$ cat config.mk
export PLATFORM = sky130hd
export DESIGN_NAME = dmem_arbiter
export DESIGN_NICKNAME = d
export VERILOG_FILES = /design/src/rtl/dmem_arb_pkg.sv /design/src/rtl/dmem_lane_merge.sv /design/src/rtl/dmem_arbiter.sv
export SDC_FILE = /design/constraint.sdc
export NUM_CORES = 1
export LEC_CHECK = 0
export ABC_AREA = 1
export CAP_MARGIN = 20
export CORE_MARGIN = 2
export CORE_UTILIZATION = 30
export CTS_CLUSTER_DIAMETER = 50
export CTS_CLUSTER_SIZE = 30
export DETAILED_ROUTE_END_ITERATION = 8
export GPL_ROUTABILITY_DRIVEN = 0
export PLACE_DENSITY_LB_ADDON = 0.05
export SYNTH_ARGS = -nofsm -noshare
export SYNTH_HDL_FRONTEND = slang
export SYNTH_SLANG_ARGS = --single-unit
$ cat constraint.sdc
create_clock -name clk -period 7.5 [get_ports clk]
set_clock_uncertainty 0.2 [all_clocks]
set_input_delay 1.5 -clock clk [delete_from_list [all_inputs] [get_ports clk]]
set_output_delay 1.5 -clock clk [all_outputs]
set_load 0.005 [all_outputs]
$ cat src/rtl/dmem_arb_pkg.sv
// Shared encodings for the data-memory arbiter: access sizes, FSM states, port count.
package dmem_arb_pkg;

    localparam int NUM_PORTS = 2;

    localparam logic [1:0] SZ_BYTE = 2'b00;
    localparam logic [1:0] SZ_HALF = 2'b01;
    localparam logic [1:0] SZ_WORD = 2'b10;

    typedef enum logic [1:0] {
        IDLE = 2'b00,
        RD   = 2'b01,
        WR   = 2'b10,
        RESP = 2'b11
    } state_t;

endpackage

$ cat src/rtl/dmem_lane_merge.sv
// Combinational byte-lane insert (sub-word stores) and lane extract with
// sign/zero extension (sub-word loads) on a little-endian 32-bit word.
module dmem_lane_merge
    import dmem_arb_pkg::*;
(
    input  logic [31:0] word,
    input  logic [1:0]  offset,
    input  logic [1:0]  size,
    input  logic [31:0] wdata,
    input  logic        sign_ext,
    output logic [31:0] merged,
    output logic [31:0] extracted
);

    logic [31:0] shifted;

    always_comb begin
        merged = word;
        case (size)
            SZ_BYTE: merged[{offset, 3'b000} +: 8]        = wdata[7:0];
            SZ_HALF: merged[{offset[1], 4'b0000} +: 16]   = wdata[15:0];
            default: merged = wdata;
        endcase
    end

    // Halfword accesses are already known to be aligned, so offset*8 is 0 or 16.
    always_comb begin
        shifted = word >> {offset, 3'b000};
        case (size)
            SZ_BYTE: extracted = {{24{sign_ext & shifted[7]}}, shifted[7:0]};
            SZ_HALF: extracted = {{16{sign_ext & shifted[15]}}, shifted[15:0]};
            default: extracted = word;
        endcase
    end

endmodule

$ cat src/rtl/dmem_arbiter.sv
// Two-port data-memory arbiter and sub-word access sequencer (RMW for sub-word stores).
// Define DMEM_ARB_FIXED_PRIO_EN for fixed priority (port 0 wins); default is round-robin.
module dmem_arbiter
    import dmem_arb_pkg::*;
#(
    parameter int MEM_BYTES = 128
) (
    input  logic        clk,
    input  logic        rst,
    input  logic        p0_req,
    input  logic        p0_we,
    input  logic [1:0]  p0_size,
    input  logic        p0_signed,
    input  logic [31:0] p0_addr,
    input  logic [31:0] p0_wdata,
    output logic        p0_gnt,
    output logic        p0_done,
    output logic        p0_err,
    output logic [31:0] p0_rdata,
    input  logic        p1_req,
    input  logic        p1_we,
    input  logic [1:0]  p1_size,
    input  logic        p1_signed,
    input  logic [31:0] p1_addr,
    input  logic [31:0] p1_wdata,
    output logic        p1_gnt,
    output logic        p1_done,
    output logic        p1_err,
    output logic [31:0] p1_rdata,
    output logic [31:0] mem_rd_add,
    output logic [31:0] mem_wr_add,
    output logic [31:0] mem_wr_data,
    output logic        mem_read,
    output logic        mem_write,
    input  logic [31:0] mem_rdata
);

    state_t      state;
    logic        port_q;
    logic [31:0] addr_q;
    logic [31:0] wdata_q;
    logic [31:0] buf_q;
    logic [1:0]  size_q;
    logic        we_q;
    logic        sgn_q;
    logic        err_q;
    logic [31:0] rdata0_q;
    logic [31:0] rdata1_q;

    logic                 any_req;
    logic                 win;
    logic                 grant;
    logic [NUM_PORTS-1:0] gnt_vec;
    logic                 sel_we;
    logic                 sel_sgn;
    logic [1:0]           sel_size;
    logic [31:0]          sel_addr;
    logic [31:0]          sel_wdata;
    logic                 sel_err;
    logic [31:0]          merged;
    logic [31:0]          extracted;

    assign any_req = p0_req | p1_req;

`ifdef DMEM_ARB_FIXED_PRIO_EN
    assign win = ~p0_req;
`else
    logic last_q;
    assign win = (p0_req & p1_req) ? ~last_q : p1_req;
`endif

    // Grant is combinational in IDLE but forced low while reset is held.
    assign grant   = (state == IDLE) && any_req && !rst;
    assign gnt_vec = {grant & win, grant & ~win};
    assign p0_gnt  = gnt_vec[0];
    assign p1_gnt  = gnt_vec[1];

    assign sel_we    = win ? p1_we     : p0_we;
    assign sel_sgn   = win ? p1_signed : p0_signed;
    assign sel_size  = win ? p1_size   : p0_size;
    assign sel_addr  = win ? p1_addr   : p0_addr;
    assign sel_wdata = win ? p1_wdata  : p0_wdata;

    assign sel_err = (sel_size == 2'b11)
                  || (sel_size == SZ_HALF && sel_addr[0])
                  || (sel_size == SZ_WORD && sel_addr[1:0] != 2'b00)
                  || (sel_addr >= 32'(MEM_BYTES));

    // The RD cycle extracts straight from the memory bus; WR merges into the buffered word.
    dmem_lane_merge u_lane_merge (
        .word      ((state == WR) ? buf_q : mem_rdata),
        .offset    (addr_q[1:0]),
        .size      (size_q),
        .wdata     (wdata_q),
        .sign_ext  (sgn_q),
        .merged    (merged),
        .extracted (extracted)
    );

    always_ff @(posedge clk or posedge rst) begin
        if (rst) begin
            state    <= IDLE;
            port_q   <= 1'b0;
            addr_q   <= '0;
            wdata_q  <= '0;
            buf_q    <= '0;
            size_q   <= SZ_BYTE;
            we_q     <= 1'b0;
            sgn_q    <= 1'b0;
            err_q    <= 1'b0;
            rdata0_q <= '0;
            rdata1_q <= '0;
`ifndef DMEM_ARB_FIXED_PRIO_EN
            last_q   <= 1'b1;
`endif
        end else begin
            case (state)
                IDLE: begin
                    if (any_req) begin
                        port_q  <= win;
                        addr_q  <= sel_addr;
                        wdata_q <= sel_wdata;
                        size_q  <= sel_size;
                        we_q    <= sel_we;
                        sgn_q   <= sel_sgn;
                        err_q   <= sel_err;
`ifndef DMEM_ARB_FIXED_PRIO_EN
                        last_q  <= win;
`endif
                        if (sel_err) begin
                            state <= RESP;
                            if (win) rdata1_q <= '0;
                            else     rdata0_q <= '0;
                        end else if (sel_we && sel_size == SZ_WORD) begin
                            state <= WR;
                        end else begin
                            state <= RD;
                        end
                    end
                end
                RD: begin
                    buf_q <= mem_rdata;
                    if (we_q) begin
                        state <= WR;
                    end else begin
                        state <= RESP;
                        if (port_q) rdata1_q <= extracted;
                        else        rdata0_q <= extracted;
                    end
                end
                WR:      state <= IDLE;
                RESP:    state <= IDLE;
                default: state <= IDLE;
            endcase
        end
    end

    assign mem_read    = (state == RD);
    assign mem_write   = (state == WR);
    assign mem_rd_add  = mem_read  ? {addr_q[31:2], 2'b00} : '0;
    assign mem_wr_add  = mem_write ? {addr_q[31:2], 2'b00} : '0;
    assign mem_wr_data = mem_write ? merged : '0;

    assign p0_done  = (state == WR || state == RESP) && !port_q;
    assign p1_done  = (state == WR || state == RESP) &&  port_q;
    assign p0_err   = (state == RESP) && err_q && !port_q;
    assign p1_err   = (state == RESP) && err_q &&  port_q;
    assign p0_rdata = rdata0_q;
    assign p1_rdata = rdata1_q;

endmodule

After elaboration in Yosys (flattened, before gate mapping)
Index checks and enable logic that the tools add are counted.
Word-level totals
  latch bits: 0
  register bits after elaboration: 169
  ROM bits: 0
  bits in writable memories: 0
  input bits: 172
  memories kept: 0
  logic and storage cells: 97
Operators by class
  shift operators: 5
  divide/modulo/power cells: 0
  multipliers: 0
  bitwise operators: 8
  $add $sub $neg: 2
  muxes and demuxes: 31
  magnitude comparators: 1
  equality and inequality tests: 14
  reductions and logical operators: 24
Operators by type and width (count)
  32-bit two-way mux: 16
  32-bit one-hot mux with 2 select lines: 4
  32-bit bitwise mux: 2
  32-bit by 8-bit >= comparator with 1-bit output, second input constant: 1
  16-bit by 7-bit variable shift with 32-bit output, first input constant: 1
  8-bit by 7-bit variable shift with 32-bit output, first input constant: 1
  16-bit by 7-bit variable part select with 32-bit output: 1
  8-bit by 7-bit variable part select with 32-bit output: 1
  32-bit by 5-bit >> shifter with 16-bit output: 1
  5-bit negator with 7-bit output: 2
  2-bit inequality test, second input constant: 6
  6-bit AND reduction: 2
  1-bit logical AND: 10
  2-bit == test, second input constant: 4
  2-bit two-way mux: 4
  2-bit by 1-bit == test with 1-bit output, second input constant: 3
  2-bit one-hot mux with 3 select lines: 1
  1-bit bitwise AND: 5
  2-bit zero test: 2
  1-bit logical OR: 4
  1-bit two-way mux: 4
  2-bit nonzero test: 2
  1-bit zero test: 2
  2-bit by 1-bit inequality test with 1-bit output, second input constant: 1
  other kinds (4): 5

Logic depth before layout (Yosys ltp)
Gate-level depths: netlist (run 1).
  depth after elaboration: 11
  gate-level depth with buffers: 15

Modules after synthesis
A second synthesis (run 1) with hierarchy kept.
Unflattened totals
  cells, all modules: 1711
  area total of the unflattened synthesis: 10867.9 sq um
Modules (own cells, without submodules)
  dmem_arbiter: area an instance 8837.2 sq um, times used 1, cells an instance 1230, sequential area each 4230.3 sq um
  dmem_lane_merge: area an instance 2030.7 sq um, times used 1, cells an instance 481, sequential area each 0.0 sq um

Worst setup path after synthesis (run 1)
OpenSTA, ideal clock, no wires.
  path type: input port to output port
  start: input p0_req
  end: output p0_gnt
  buffers on the path: 3
  path slack: 3.332 ns
  arrival time: 2.468 ns
  cell stages on the path: 7
  cells stage by stage: nand2_2 > nand2_4 > inv_2 > buf_2 > clkbuf_1 > clkbuf_1 > nor3_1
Between the ends
  cells in the longest elaborated chain, start to end: 4
  elaborated cells on any way between the ends: 7
  those cells by class: mux: 1; bitwise: 4; reduce/logical: 2
Ends and longest elaborated chain
  start, declared: RTL line dmem_arbiter.sv:10  | input logic p0_req,
  1-bit bitwise AND or 1-bit bitwise OR (tied branches): RTL line dmem_arbiter.sv:69, dmem_arbiter.sv:63
  1-bit two-way mux or 1-bit logical AND (tied branches): RTL line dmem_arbiter.sv:69, dmem_arbiter.sv:73
  1-bit NOT or 1-bit logical AND (tied branches): RTL line dmem_arbiter.sv:74, dmem_arbiter.sv:73
  1-bit bitwise AND (*): RTL line dmem_arbiter.sv:74  | assign gnt_vec = {grant & win, grant & ~win};
  end, declared: RTL line dmem_arbiter.sv:16  | output logic p0_gnt,
Every way passes the cells marked *; elsewhere a longest branch is shown, timed or not.

Final worst setup path (run 1)
  start: input p0_req
  end: output p1_gnt
Between the ends
  cells in the longest elaborated chain, start to end: 4
  elaborated cells on any way between the ends: 6
  those cells by class: mux: 1; bitwise: 3; reduce/logical: 2
Ends and longest elaborated chain
  1-bit bitwise OR: RTL line dmem_arbiter.sv:63  | assign any_req = p0_req | p1_req;
  1-bit logical AND (2 in a row): RTL line dmem_arbiter.sv:73  | assign grant = (state == IDLE) && any_req && !rst;
  1-bit bitwise AND (*): RTL line dmem_arbiter.sv:74
  end, declared: RTL line dmem_arbiter.sv:26  | output logic p1_gnt,
Marked as above.

==> flow_summary.json, run 1 <==
{
  "status": "completed",
  "max-clock-path-buffers": 2,
  "vias_per_cell": 4.871,
  "hold_violations": 0,
  "htree_num_levels": 4,
  "tightest_slew_ns": 0.9606,
  "period_minus_slack_ns": 5.567,
  "crit_slowest_cell": "clkdlybuf4s50_1",
  "max_stage_delay_ns": 0.52,
  "drt_iter0_drc": 845,
  "drive_gt1_share_pct": 4.747,
  "dp_slack_ns": 1.770,
  "antenna_found_initial": 4,
  "power.leakage_nw": 7.170,
  "critPathMaxFanout": 38,
  "ioPinCount": 340,
  "syn_inst": 1585,
  "cts-root-buf": "clkbuf_16",
  "ys_types": 41,
  "wl_per_cell_um": 18.54,
  "rsz0062_at_grt": "false",
  "crit_path_start": "p0_req",
  "fin_crit_sh_pct": 74.23,
  "gr-usage-all-layers_pct": 23.51,
  "relSlewSlack_pct": 35.89,
  "endpoint_kind": "output port",
  "layout.cells.non_filler": 2337,
  "n_fill_cell": 3725,
  "rows": 69,
  "portBuffers": 335,
  "fmax_mhz": 179.6,
  "avgSynthCellArea_um2": 6.719,
  "critical_path_class": "input port to output port",
  "nets": 2039,
  "multi_input_comb_area_mm2": 0.005164,
  "areaGrowthSynthToFinish_pct": 40.08,
  "start_util_pct": 30.23,
  "place_inst": 2304,
  "required_ns": 5.80,
  "cts_resized": 0,
  "numCtsBuffers": 17,
  "grt_max_degree": 79,
  "worst-path-buf-inv": 3,
  "remaining_drc_errors": 0,
  "hpwl_mm": 32.44,
  "grt_overflow_total": 0,
  "cp.arrival_ns": 3.87,
  "clock-sinks": 169,
  "hold_ws_ns": 0.2750,
  "regArea_mm2": 0.004230,
  "min_from": "buf_q[15]",
  "synthesis.area_mm2": 0.01065,
  "die_height_um": 192.4,
  "holdCritPathClass": "flop to flop",
  "r2r-start": "last_q",
  "maxCapViolCount": 0,
  "grt_first_pass_wirelength_mm": 66.03,
  "die_w_um": 192.4,
  "critPathTopFamily": "buffers and inverters",
  "ys.warnings.count": 0,
  "synth-seq-cells": 169,
  "insertion_delay_ns": 0.45,
  "die-area_mm2": 0.03702,
  "fin_tns_setup_ns": 0,
  "path_cells": "clkdlybuf4s50_1 > nand2_2 > nand2_4 > inv_2 > nand2_1 > nor2_1 > clkdlybuf4s50_1",
  "grt_pass1_vias": 11020,
  "postCtsSetupRepairBufs": 0,
  "cts_tree": "yes",
  "path_common_cell": "clkdlybuf4s50_1",
  "ant_nets": 0,
  "coreArea_mm2": 0.03522,
  "seq_area_frac_synth_pct": 39.73,
  "postCtsHoldBufs": 0,
  "vias": 11380,
  "clk_pin_slew_ns": 0.07,
  "layout_setup_ws_ns": 1.933,
  "vdd_drop_max_uv": 190.2,
  "slew_violations": 0,
  "wl_mm": 43.33,
  "finalSetupViolations": 0,
  "drtPass1Iterations": 6,
  "start_kind": "input port",
  "power.density_mw_per_mm2": 407.1
}
==> sequential cells by signal (all words and copies together), names as in the netlist <==
signal,cells
last_q,1
p0_rdata,32
state,2
buf_q,32
we_q,1
wdata_q,32
addr_q,32
err_q,1
sgn_q,1
port_q,1
size_q,2
p1_rdata,32
==> metrics by stage <==
stage | utilization (%) | total power [mW] | cell area (µm²)
3_5_place_dp | 40.62 | 5.148 | 14310
6_report | 42.35 | 6.073 | 14920
3_3_place_gp | 40.62 | 5.132 | 14310
4_1_cts | 42.34 | 6.118 | 14910
5_1_grt | 42.34 | 6.581 | 14910
2_1_floorplan | - | 3.521 | 10660
==> logic make-up (layout without fill, tap and decap cells) <==
family | after synthesis | count (layout) | synth area share, %
other cells | 1 | 5 | 0.03521
flops | 169 | 169 | 39.73
simple gates | 758 | 758 | 29.46
fa+ha+maj | 5 | 5 | 0.5875
compound gates | 346 | 346 | 18.08
buf+inv | 306 | 593 | 12.11
==> routing by layer <==
metal	routed length (µm)	share of wire, %	GRT usage (%)
met4	1022	2.4	7.663
met5	27	0.062	0
met2	20450	47	38.72
met3	3028	7.0	4.837
met1	18800	43	30.78
==> cell usage after synthesis <==
master	n	area, µm²
a2111oi_0	6	52.55
a211oi_1	3	22.52
a21boi_1	1	7.510
a21oi_1	37	185.2
a31oi_1	21	131.4
and2_1	1	6.260
buf_1	10	37.54
buf_2	16	80.08
buf_4	14	105.1
buf_6	9	101.4
clkbuf_1	65	244.0
clkbuf_2	1	5.000
conb_1	1	3.750
dfrtp_1	168	4204
dfstp_2	1	26.28
ha_1	5	62.56
inv_1	188	705.7
inv_2	3	11.26
nand2_1	471	1768
nand2_2	4	25.02
nand2_4	1	11.26
nand3_1	101	505.5
nand3_4	1	17.52
nand3b_1	18	135.1
nand3b_2	1	11.26
nand4_1	3	18.77
nand4_2	1	12.51
nor2_1	135	506.7
nor2_2	5	31.28
nor3_1	10	50.05
nor4_1	3	18.77
o211ai_1	26	195.2
o21a_1	2	15.01
o21ai_0	209	1046
o21ai_1	11	55.05
o21bai_1	1	7.510
o221ai_1	8	70.07
o22ai_1	16	100.1
o31ai_1	5	37.54
or2_1	2	12.51
or2_2	1	6.260
==> worst paths after layout <==
check	to	slack, ns	depth (start not counted)
max	p1_gnt	1.93	7
min	buf_q[15]	0.27	2
max reg2reg	p0_rdata[10]	3.39	12
min reg2reg	buf_q[15]	0.27	2
max in group asynchronous	p0_rdata[23]	4.46	3
min in group asynchronous	addr_q[13]	1.36	2
==> cell type report <==
type | count | area share (%)
multi-input cells | 1113 | 34.62
diodes | 1 | 0.01678
repair buffers | 370 | 24.24
clock buffers | 17 | 2.852
clock inverters | 15 | 1.208
inverters | 191 | 4.840
flip-flops and latches | 169 | 28.36
well taps | 461 | 3.867
==> placed cells by master (no fill, tap or decap), types with 8 or more instances in the layout <==
cell	count
o21ai_0	209
o221ai_1	8
a31oi_1	21
o211ai_1	26
nor2_1	134
clkbuf_16	17
a21oi_1	37
inv_1	186
nand2_1	471
nand3b_1	18
buf_4	35
nor3_1	10
o22ai_1	16
clkdlybuf4s50_1	335
o21ai_1	10
nand3_1	101
dfrtp_1	168
==> report_power, final <==
| part | switching (mW) | internal, mW |
|---|---|---|
| clock | 0.442 | 0.506 |
| combinational | 2.18 | 1.36 |
| sequential | 0.259 | 1.32 |
| total | 2.88 | 3.19 |
==> worst register-to-register path: cells and delay by family (launching register included) <==
family / cells / cell delay, ns
AOI/OAI and AO/OA: 1 / 0.21
buffers and inverters: 2 / 0.97
DFF: 1 / 0.57
and+or+nand+nor: 9 / 2.05
(Power assumes the default switching activity.)
==> run 2: changes to the inputs <==
Clock period 7.5 ns to 4.55 ns, I/O delays scaled along.
==> run 2 against run 1 <==
Net effect:
- setup slack got worse by 1.8 ns
- count of clock-buffer cells in the layout rose by 2
- routed wire length fell by 0.79%
- largest cell class unchanged
==> flow_summary.json, run 2 (same netlist as run 1, synthesis figures left out) <==
{
  "switchingPower_mw": 4.712,
  "ant_nets": 0,
  "slew_violations": 0,
  "power.leakage_nw": 7.240,
  "required_ns": 3.44,
  "die_w_um": 192.4,
  "fin_crit_sh_pct": 96.33,
  "endpoint_kind": "output port",
  "portBuffers": 335,
  "start_util_pct": 30.23,
  "cts_tree": "yes",
  "rsz0062_at_grt": "false",
  "switching_share_pct": 46.68,
  "die-area_mm2": 0.03702,
  "grt_busiest_layer": "met2",
  "hold_violations": 0,
  "hpwl_mm": 32.59,
  "crit_slowest_cell": "clkdlybuf4s50_1",
  "n_fill_cell": 3745,
  "tightest_slew_ns": 0.8714,
  "start_kind": "flop",
  "wl_mm": 42.99,
  "nets": 2053,
  "finalSetupViolations": 0,
  "grt.met1_usage_pct": 29.46,
  "path_common_cell": "inv_1",
  "die_height_um": 192.4,
  "gr-usage-all-layers_pct": 23.45,
  "clock-sinks": 169,
  "remaining_drc_errors": 0,
  "drive_gt1_share_pct": 5.400,
  "postCtsSetupRepairBufs": 0,
  "numCtsBuffers": 17,
  "insertion_delay_ns": 0.45,
  "met3_usage_pct": 6.747,
  "sequentialPowerShare_pct": 26.0,
  "multi_input_comb_area_mm2": 0.005164,
  "antenna_found_initial": 4,
  "p_comb_share_pct": 58.6,
  "cts-root-buf": "clkbuf_16",
  "max-clock-path-buffers": 2,
  "hold_ws_ns": 0.2713,
  "grt_first_pass_wirelength_mm": 65.60,
  "relSlewSlack_pct": 41.30,
  "p_int_mw": 5.381,
  "htree_num_levels": 4,
  "path_cells": "inv_1 > ha_1 > inv_1 > nand4_1 > o221ai_1 > o211ai_1 > nor2_1 > clkdlybuf4s50_1",
  "period_minus_slack_ns": 4.383,
  "grt_use_met2_pct": 37.78,
  "rows": 69,
  "p_clk_share_pct": 15.4,
  "maxCapViolCount": 0,
  "cp.arrival_ns": 3.27,
  "layout.cells.non_filler": 2351,
  "vdd_drop_max_uv": 312.1,
  "final_common_cell": "nand2_1",
  "status": "completed",
  "final_cell_mix": "471 x nand2_1, 335 x clkdlybuf4s50_1, 207 x o21ai_0, 186 x inv_1, 168 x dfrtp_1",
  "drt_iter0_drc": 744,
  "grt_pass1_vias": 11230,
  "coreArea_mm2": 0.03522,
  "clk_pin_slew_ns": 0.08,
  "place_inst": 2317,
  "vias": 11430,
  "holdCritPathClass": "flop to flop",
  "max_stage_delay_ns": 0.58,
  "regArea_mm2": 0.004230,
  "grt_overflow_total": 0,
  "wl_per_cell_um": 18.28,
  "drtPass1Iterations": 6,
  "power.density_mw_per_mm2": 670.6,
  "fin_tns_setup_ns": 0,
  "critPathMaxFanout": 12,
  "vias_per_cell": 4.860,
  "areaGrowthSynthToFinish_pct": 41.33,
  "grt_max_degree": 106,
  "ioPinCount": 340,
  "fmax_mhz": 228.2,
  "critical_path_class": "flop to output port"
}
## run 2: area by class of cell
cell class,instances,area share [%]
Multi-Input combinational cell,1113,34.31
Sequential cell,169,28.11
Timing Repair Buffer,384,24.89
Inverter,191,4.788
Tap cell,461,3.832
Clock buffer,19,2.943
Clock inverter,13,1.114
Antenna cell,1,0.01663
## run 2: what timing repair did
item / CTS / global route
hold endpoints to repair: 0 / 0
setup endpoints to repair: 0 / 2
hold buffers: 0 / 0
resized for setup: 0 / 2
## run 2: path summary, 6_finish.rpt
path / from / end / slack [ns] / cells after the start
min in group asynchronous: rst / addr_q[7] / 0.82 / 3
max: addr_q[0] / mem_wr_data[6] / 0.17 / 8
min reg2reg: last_q / last_q / 0.27 / 2
max reg2reg: state[1] / p0_rdata[15] / 1.23 / 9
min: last_q / last_q / 0.27 / 2
max in group asynchronous: rst / p1_rdata[18] / 2.77 / 3
## run 2: power groups by stage
stage	Sequential, mW	Combinational, mW	Clock [mW]
2_1_floorplan	2.49	3.31	0
3_3_place_gp	2.65	5.90	0
3_5_place_dp	2.65	5.93	0
4_1_cts	2.63	5.95	1.59
5_1_grt	2.70	6.60	1.66
6_report	2.62	5.92	1.55
## run 2: worst max-delay path, delay by kind of cell (launching register included)
family / cells / cell delay [ns]
compound gates: 2 / 0.41
fa+ha+maj: 1 / 0.43
simple gates: 2 / 0.63
flops: 1 / 0.38
buf+inv: 3 / 0.99
## run 2: through the flow
| step | utilization [%] | power [mW] | setup WS (ns) | cell area (µm²) |
|---|---|---|---|---|
| after floorplan | - | 5.805 | 1.015 | 10660 |
| after global placement | 40.97 | 8.552 | 0.2122 | 14430 |
| after detailed placement | 40.97 | 8.577 | 0.2313 | 14430 |
| after CTS | 42.70 | 10.16 | 0.1234 | 15040 |
| after global routing | 42.72 | 10.96 | 0.01962 | 15050 |
| final | 42.73 | 10.09 | 0.1669 | 15050 |
## run 2: layer usage
layer,up-vias,wire length [µm]
met5,-,39
met3,85,3454
met4,6,1613
met1,5234,18090
met2,436,19790
li1,5664,-
==> run 3: changes to the inputs <==
--- a/config.mk
+++ b/config.mk
@@ -13,7 +13,7 @@
 export CTS_CLUSTER_SIZE = 30
 export DETAILED_ROUTE_END_ITERATION = 8
-export GPL_ROUTABILITY_DRIVEN = 0
 export PLACE_DENSITY_LB_ADDON = 0.05
 export SYNTH_ARGS = -nofsm -noshare
 export SYNTH_HDL_FRONTEND = slang
 export SYNTH_SLANG_ARGS = --single-unit
+export TNS_END_PERCENT = 1
==> constraint.sdc (replaced) <==
create_clock -name clk -period 4.55 [get_ports clk]
set_clock_uncertainty 0.2 [all_clocks]
set_input_delay 1.365 -clock clk [delete_from_list [all_inputs] [get_ports clk]]
set_output_delay 1.365 -clock clk [all_outputs]
set_load 0.005 [all_outputs]
==> run 3 against run 2 <==
Net effect:
- the flow now finishes with violations (setup timing)
- fmax shrank 6.9%
- via count is 1.1% higher
- global-route usage grew 0.46 points
- die area unchanged
- cell count up 2.0%
- total power is 5.9% higher
==> flow_summary.json, run 3 (same netlist as run 1, synthesis figures left out) <==
{
  "status": "finished, violations left",
  "violations": "setup timing",
  "die-area_mm2": 0.03702,
  "cts-root-buf": "clkbuf_16",
  "max_stage_delay_ns": 0.49,
  "rows": 69,
  "drive_gt1_share_pct": 9.566,
  "maxCapViolCount": 0,
  "finalSetupViolations": 11,
  "relSlewSlack_pct": 50.91,
  "die_height_um": 192.4,
  "period_minus_slack_ns": 4.709,
  "grt_pass1_vias": 11620,
  "insertion_delay_ns": 0.44,
  "routabilityCongestion": 0.9032,
  "layout_setup_ws_ns": -0.1587,
  "cts_tree": "yes",
  "path_cells": "clkdlybuf4s50_1 > nand2_1 > o21ai_4 > inv_1 > o221ai_1 > o211ai_1 > nor2_1 > buf_4 > clkdlybuf4s50_1",
  "fin_crit_sh_pct": 103.5,
  "areaGrowthSynthToFinish_pct": 46.48,
  "endpoint_kind": "output port",
  "hold_violations": 0,
  "start_kind": "input port",
  "start_util_pct": 30.23,
  "ioPinCount": 340,
  "antenna_found_initial": 5,
  "clock-sinks": 169,
  "portBuffers": 335,
  "critPathTopFamily": "buffers and inverters",
  "rsz0062_at_grt": "true",
  "layout.cells.non_filler": 2398,
  "crit_slowest_cell": "clkdlybuf4s50_1",
  "htree_num_levels": 4,
  "wl_per_cell_um": 18.37,
  "worst-path-buf-inv": 4,
  "max-clock-path-buffers": 2,
  "grt_overflow_total": 0,
  "ant_nets": 0,
  "tightest_slew_ns": 0.7364,
  "hpwl_mm": 33.39,
  "numCtsBuffers": 17,
  "holdCritPathClass": "flop to flop",
  "nets": 2098,
  "grt_max_degree": 87,
  "remaining_drc_errors": 0,
  "slew_violations": 0,
  "vdd_drop_max_uv": 407.4,
  "final_core_util_pct": 44.28,
  "required_ns": 2.98,
  "place_inst": 2359,
  "fmax_mhz": 212.4,
  "vias": 11550,
  "power.density_mw_per_mm2": 685.2,
  "power.leakage_nw": 7.669,
  "vias_per_cell": 4.816,
  "die_w_um": 192.4,
  "critPathMaxFanout": 2,
  "wl_mm": 44.06,
  "grt_first_pass_wirelength_mm": 67.10,
  "cp.arrival_ns": 3.14,
  "gr-usage-all-layers_pct": 23.91,
  "clk_pin_slew_ns": 0.07,
  "coreArea_mm2": 0.03522,
  "critical_path_class": "input port to output port",
  "drt_iter0_drc": 718,
  "drtPass1Iterations": 5,
  "final_cell_mix": "469 x nand2_1, 310 x clkdlybuf4s50_1, 201 x o21ai_0, 181 x inv_1, 167 x dfrtp_1",
  "final_common_cell": "nand2_1",
  "path_common_cell": "clkdlybuf4s50_1"
}
-- run 3: changes by cell type in the layout (fill, tap and decap cells not counted), moves of 4 or more --
cell,delta
a2111oi_2,+5
a31oi_1,-5
a2111oi_0,-6
dlymetal6s2s_1,+7
dlygate4sd2_1,+11
o21ai_2,+5
inv_2,+5
inv_1,-5
buf_4,+46
clkbuf_2,+4
clkdlybuf4s50_1,-25
o21ai_0,-6
-- run 3: final timing paths --
path,startpoint,to,slack [ns],cells past startpoint
max,mem_rdata[6],mem_wr_data[6],-0.16,9
min,p0_rdata[4],p0_rdata[4],0.27,2
min reg2reg,p0_rdata[4],p0_rdata[4],0.27,2
max reg2reg,last_q,p1_rdata[21],1.65,13
max in group asynchronous,rst,p0_rdata[31],2.44,3
min in group asynchronous,rst,state[1],1.28,3
-- run 3: cell type report --
type,count,area [µm²]
Clock buffer,18,439.2
Clock inverter,14,220.2
Inverter,191,720.7
Sequential cell,169,4232
Tap cell,461,576.8
Fill cell,3789,19630
Antenna cell,3,7.507
Timing Repair Buffer,429,4098
Multi-Input combinational cell,1113,5305
-- run 3: worst reg2reg max path: stages, from the launching register on --
cell and delay [ns]:
dfstp_2 0.54, nand2_2 0.07, nand2_4 0.08, buf_12 0.26, nand2_1 0.14, nand2_1 0.14, nand2_1 0.08, nor2_1 0.13
nand2_1 0.09, nor2_2 0.16, nand4_2 0.22, buf_4 0.39, nand3_1 0.23, nand2_1 0.06
-- run 3: metal layers --
metal | global-route usage (%) | part of all wire (%) | vias to the layer above
li1 | - | - | 5765
met1 | 29.44 | 42 | 5365
met2 | 41.28 | 48 | 359
met3 | 4.983 | 6.2 | 56
met4 | 8.456 | 2.9 | 4
met5 | 0 | 0.068 | -
-- run 3: metrics by stage --
stage | hold slack (ns) | power, mW | setup slack, ns | TNS [ns] | area [µm²]
2_1_floorplan | 0.2422 | 5.805 | 0.5604 | 0 | 10660
3_3_place_gp | 0.2582 | 8.922 | -0.7646 | -8.071 | 14780
3_5_place_dp | 0.2612 | 8.947 | -0.7289 | -8.057 | 14780
4_1_cts | 0.2768 | 10.72 | -0.2249 | -2.864 | 15510
5_1_grt | 0.2965 | 11.54 | -0.2613 | -2.100 | 15590
6_report | 0.2720 | 10.69 | -0.1587 | -0.8676 | 15600
-- run 3: what timing repair did --
action / 4_1_cts / 5_1_grt
setup buffers: 2 / 2
pin swaps: 15 / 7
resized for setup: 48 / 34
setup endpoints to repair: 32 / 29
hold buffers: 0 / 0
-- run 3: report_power, final --
group	switching, mW	internal [mW]
clock network	0.669	0.995
registers	0.427	2.18
logic	3.81	2.61
total	4.91	5.78
